### config.mk
export PLATFORM = sky130hd
export DESIGN_NAME = exe_wb_stage
export DESIGN_NICKNAME = d
export VERILOG_FILES = /design/src/rtl/exe_wb_stage.sv
export SDC_FILE = /design/constraint.sdc
export NUM_CORES = 1
export LEC_CHECK = 0
export CORE_ASPECT_RATIO = 1.25
export CORE_UTILIZATION = 47
export DETAILED_ROUTE_END_ITERATION = 10
export GPL_TIMING_DRIVEN = 0
export MAX_ROUTING_LAYER = met4
export PLACE_DENSITY = 0.84
export SYNTH_ARGS = -nofsm -noshare
export SYNTH_HDL_FRONTEND = slang
export SYNTH_SLANG_ARGS = --single-unit
### constraint.sdc
create_clock -name clk -period 3.05 [get_ports clk]
set_input_delay 0.4575 -clock clk [delete_from_list [all_inputs] [get_ports clk]]
set_output_delay 0.4575 -clock clk [all_outputs]
set_load 0.05 [all_outputs]
### src/rtl/exe_wb_stage.sv
// exe_wb_stage
// ------------
// Write-back stage and bypass network of a 3-stage register-file datapath.
// It captures the EXE result in an EXE/WB pipeline register and drives the
// register-file write port from that register one cycle later. It also
// forwards the freshest value of each ID-stage source operand, and it counts
// committed instructions and committed register writes.
//
// Ports
//   clk                   clock, rising edge
//   rst                   asynchronous active-low reset
//   stall                 hold the EXE/WB register and the counters
//   flush                 load a bubble instead of the EXE result
//   valid_in              EXE stage holds a real instruction
//   wen_in                EXE instruction writes a register
//   waddr_in              EXE destination register
//   aluout                EXE result
//   raddr1, raddr2        ID-stage source addresses
//   rdata1_in, rdata2_in  raw register-file read data
//   wb_wen                register-file write enable (registered)
//   wb_waddr              register-file write address (registered)
//   wb_wdata              register-file write data (registered)
//   fwd_rdata1/2          bypassed operands
//   retire_count          instructions committed (wraps)
//   write_count           register writes committed (wraps)
module exe_wb_stage #(
  parameter int DATA_W = 32,
  parameter int ADDR_W = 5,
  parameter int CNT_W  = 32
) (
  input  logic              clk,
  input  logic              rst,
  input  logic              stall,
  input  logic              flush,
  input  logic              valid_in,
  input  logic              wen_in,
  input  logic [ADDR_W-1:0] waddr_in,
  input  logic [DATA_W-1:0] aluout,
  input  logic [ADDR_W-1:0] raddr1,
  input  logic [ADDR_W-1:0] raddr2,
  input  logic [DATA_W-1:0] rdata1_in,
  input  logic [DATA_W-1:0] rdata2_in,
  output logic              wb_wen,
  output logic [ADDR_W-1:0] wb_waddr,
  output logic [DATA_W-1:0] wb_wdata,
  output logic [DATA_W-1:0] fwd_rdata1,
  output logic [DATA_W-1:0] fwd_rdata2,
  output logic [CNT_W-1:0]  retire_count,
  output logic [CNT_W-1:0]  write_count
);

  // EXE/WB pipeline register
  logic              wb_valid_q, wb_valid_d;
  logic              wb_wen_q,   wb_wen_d;
  logic [ADDR_W-1:0] wb_waddr_q, wb_waddr_d;
  logic [DATA_W-1:0] wb_wdata_q, wb_wdata_d;

  logic [CNT_W-1:0]  retire_q, retire_d;
  logic [CNT_W-1:0]  write_q,  write_d;

  // The entry in WB commits whenever it leaves the register: on a normal
  // (unstalled) edge, or on a flush edge even while stalled, because the
  // flush replaces it with a bubble and it would otherwise be lost.
  logic commit;
  assign commit = wb_valid_q & (flush | ~stall);

  always_comb begin
    wb_valid_d = wb_valid_q;
    wb_wen_d   = wb_wen_q;
    wb_waddr_d = wb_waddr_q;
    wb_wdata_d = wb_wdata_q;
    if (flush) begin
      wb_valid_d = 1'b0;
      wb_wen_d   = 1'b0;
      wb_waddr_d = '0;
      wb_wdata_d = '0;
    end else if (!stall) begin
      wb_valid_d = valid_in;
      // Register 0 is hard-wired to zero, so writes to it are suppressed.
      wb_wen_d   = valid_in & wen_in & (waddr_in != '0);
      wb_waddr_d = waddr_in;
      wb_wdata_d = aluout;
    end
  end

  always_comb begin
    retire_d = retire_q;
    write_d  = write_q;
    if (commit) begin
      retire_d = retire_q + 1'b1;
      if (wb_wen_q) write_d = write_q + 1'b1;
    end
  end

  always_ff @(posedge clk or negedge rst) begin
    if (!rst) begin
      wb_valid_q <= 1'b0;
      wb_wen_q   <= 1'b0;
      wb_waddr_q <= '0;
      wb_wdata_q <= '0;
      retire_q   <= '0;
      write_q    <= '0;
    end else begin
      wb_valid_q <= wb_valid_d;
      wb_wen_q   <= wb_wen_d;
      wb_waddr_q <= wb_waddr_d;
      wb_wdata_q <= wb_wdata_d;
      retire_q   <= retire_d;
      write_q    <= write_d;
    end
  end

  assign wb_wen       = wb_wen_q;
  assign wb_waddr     = wb_waddr_q;
  assign wb_wdata     = wb_wdata_q;
  assign retire_count = retire_q;
  assign write_count  = write_q;

  // Bypass network. The EXE producer is younger than the WB entry, so it is
  // checked first. The WB match also covers the register-file
  // read-during-write cycle.
  logic [ADDR_W-1:0] raddr [2];
  logic [DATA_W-1:0] rdata [2];
  logic [DATA_W-1:0] fwd   [2];

  assign raddr[0] = raddr1;
  assign raddr[1] = raddr2;
  assign rdata[0] = rdata1_in;
  assign rdata[1] = rdata2_in;

  for (genvar gi = 0; gi < 2; gi++) begin : g_bypass
    always_comb begin
      fwd[gi] = rdata[gi];
      if (raddr[gi] == '0)
        fwd[gi] = '0;
      else if (valid_in && wen_in && (waddr_in == raddr[gi]))
        fwd[gi] = aluout;
      else if (wb_wen_q && (wb_waddr_q == raddr[gi]))
        fwd[gi] = wb_wdata_q;
    end
  end

  assign fwd_rdata1 = fwd[0];
  assign fwd_rdata2 = fwd[1];

endmodule

==> impl_metrics.tcl <==
set metrics [dict create \
    ys_warn_count 0 \
    worstPathArrival_ns 2.59 \
    route.detailed.drc 0 \
    tightestPinTransition_ns 0.927 \
    finalSetupViolCount 0 \
    syn_inst 784 \
    dieArea_sq_um 14900 \
    holdWs_ns 0.132 \
    area_growth_pct 57.3 \
    clk_latency_ns 0.36 \
    antenna_found_initial 2 \
    synth_fp_nets 903 \
    viasPerCell 6.31 \
    placed_area_sq_um 10200 \
    cts_made_buffers 9 \
    yosys.cell_types.count 38 \
    design_area_sq_um 10700 \
    ir_worst_vdd_uv 334 \
    worst-r2r-setup-slack_ns 1.03 \
    p_leak_nw 4.32 \
    power_density_nw_per_um2 388 \
    fin_nets 1207 \
    synthFlopType "dfrtp_1" \
    synth_largest_area_cell "dfrtp_1" \
    cp_max_fo 10 \
    multiInputGateArea_sq_um 4440 \
    startpoint_type "primary input" \
    register_area_sq_um 2580 \
    synth_top_area_share_pct 38.1 \
    nFillCells 1018 \
    synthMuxAreaShare_pct 5.95 \
    cts_root_buf "clkbuf_16" \
    fin_skew_ns 0.0147 \
    clock_path_buffers 2 \
    synth_most_common_cell "dfrtp_1" \
    routed_wl_um 27700 \
    holdBufCountCts 0 \
    hold_violations 0 \
    synthTopCellsByArea "dfrtp_1 38%, a311oi_1 8.0%, xor2_1 6.1%" \
    wl_per_cell_um 21.8 \
    initial_utilization_pct 48.6 \
    synth_seq_cells 103 \
    io_pins 283 \
    synth_commonest_cells "103 x dfrtp_1, 80 x nor3_1, 63 x or3_1" \
    cts_tree "yes" \
    synth_top_family_by_area "simple AND/OR/NAND/NOR gates" \
    relSlewSlack_pct 38.2 \
    drtAntennaViolNets 0 \
    crit_type "primary input to output pin" \
    drv_slew 0 \
    synthArstFlopShare_pct 100 \
    numClockSinks 103 \
    hold_path_class "primary input to async pin" \
    crit_start "raddr2[3]" \
    gr-total-overflow 0 \
    track_usage_pct 37.8 \
    crit_end "fwd_rdata2[20]" \
    grt_pass1_vias 7835 \
    fin_crit_ns 3.04 \
    grt_max_degree 53 \
    ys_seq_area_share_pct 38.1 \
    portBuffers 281 \
    h-tree-depth 3 \
    grt_first_pass_wirelength_um 41500 \
    status "complete, no violations" \
    synth_compound_area_share_pct 13.4 \
    clkSlewWorstSetupHoldPaths_ns 0.08 \
    synth_fa_ha_area_share_pct 0.370 \
    synth_edf_count 0 \
    cp_data_required_time_ns 2.59 \
    synth-simple-area-share_pct 26.9 \
    synth_xor_xnor_area_share_pct 10.6 \
    fmax_mhz 329 \
    r2r-start "wb_wen$_DFFE_PN0N_" \
    first_iter_violations 640 \
    row_count 48 \
    drv_cap 0 \
    syn_area_sq_um 6770 \
    fp.coreArea_sq_um 13900 \
    dp_hpwl_um 20000 \
    fp.dieW_um 109 \
    min_period_over_period_pct 99.8 \
    rsz0062_at_grt "yes" \
    drive_gt1_share_pct 19.9 \
    timing.rr.end "write_count[20]$_DFFE_PN0P_" \
    num_vias 8015 \
    avgSynthCellArea_sq_um 8.64 \
    first_pass_iters 5 \
    die_y_um 136 \
    r2r_cells 6 \
    cp-end-kind "output pin" \
    globalplace.congestion 0.975 \
]
==> cell families after synthesis <==
family	Yosys count
xor+xnor	82
flops	103
compound gates	131
buf+inv	80
simple gates	346
fa+ha+maj	2
mux	40
==> layout by cell type, fill, tap and decap left out, types with 4 or more instances in the layout <==
master / Yosys / routed
clkdlybuf4s50_1: 0 / 201
dfrtp_1: 103 / 103
nor3_1: 80 / 80
or3_1: 63 / 63
o21ai_0: 58 / 58
a311oi_2: 1 / 58
nand2_1: 55 / 55
nor2_1: 51 / 49
xor2_1: 47 / 45
buf_4: 1 / 41
mux2i_1: 38 / 38
clkbuf_1: 58 / 32
xnor2_1: 35 / 27
nor4_1: 27 / 27
buf_2: 5 / 26
clkbuf_2: 5 / 26
nand3_1: 21 / 19
nand4_1: 17 / 17
clkbuf_4: 0 / 14
dlygate4sd2_1: 0 / 14
and4_1: 9 / 9
clkbuf_16: 0 / 9
xnor2_2: 0 / 8
inv_1: 8 / 8
o21ai_1: 6 / 6
and3_1: 6 / 6
buf_6: 0 / 6
a311oi_4: 0 / 5
inv_8: 0 / 4
==> worst min-delay path by stage <==
stage	start	cells past startpoint	endpoint
CTS	rst	1	wb_wdata[26]$_DFFE_PN0N_
floorplan	rst	0	retire_count[0]$_DFFE_PN0P_
global route	rst	1	wb_wdata[26]$_DFFE_PN0N_
detailed placement	write_count[31]$_DFFE_PN0P_	1	write_count[31]$_DFFE_PN0P_
global placement	write_count[31]$_DFFE_PN0P_	1	write_count[31]$_DFFE_PN0P_
finish	rst	1	wb_wdata[26]$_DFFE_PN0N_
==> area by class of cell <==
type | count | share of cell area [%]
diodes | 2 | 0.0470
plain buffers | 72 | 3.30
clock buffers | 9 | 2.11
clock inverters | 7 | 0.869
inverters | 8 | 0.282
multi-input cells | 601 | 41.6
flip-flops and latches | 103 | 24.2
well taps | 175 | 2.06
repair buffers | 293 | 25.5
==> critical path, cell delays in order <==
cell and delay (ns):
dlygate4sd2_1 0.31, xnor2_1 0.21, nand4_1 0.24, or2_1 0.29
clkbuf_1 0.17, buf_4 0.24, a311oi_4 0.44, buf_6 0.22
==> per-layer routing <==
| layer | track usage, % | up-vias | wire length (um) | part of all wire [%] |
|---|---|---|---|---|
| li1 | - | 3526 | - | - |
| met3 | 8.34 | 145 | 2930 | 11 |
| met5 | - | - | 0 | 0 |
| met2 | 62.8 | 538 | 13400 | 48 |
| met1 | 42.1 | 3806 | 9810 | 35 |
| met4 | 20.1 | 0 | 1630 | 5.9 |
==> state kept, by name (all words and copies together), names as in the netlist <==
| register | cells |
|---|---|
| wb_wen | 1 |
| write_count | 32 |
| wb_valid_q | 1 |
| retire_count | 32 |
| wb_wdata | 32 |
| wb_waddr | 5 |
==> metrics by stage <==
stage	TNS (ns)	utilization, %	setup slack [ns]	std cells	total power, mW
after floorplan	0	-	0.156	784	2.28
after global placement	-319.28	73.2	-2.54	1240	2.84
after detailed placement	-59.03	73.3	-1.24	1241	2.86
after CTS	0	75.8	0.0123	1265	4.12
after global routing	-0.0346	76.4	-0.0344	1270	4.25
final	0	76.4	0.00588	1270	4.14
==> power breakdown <==
group	internal [mW]	total, mW	switching, mW
Clock	0.666	1.26	0.598
Combinational	0.494	1.36	0.864
Sequential	1.43	1.51	0.0836
==> timing repair <==
action | in CTS | in global routing
setup buffers | 8 | 3
gates resized for setup | 412 | 45
endpoints found under the setup margin | 64 | 60
cloned | 0 | 0
pin swaps | 12 | 2
Power figures use the tool's default switching activity.
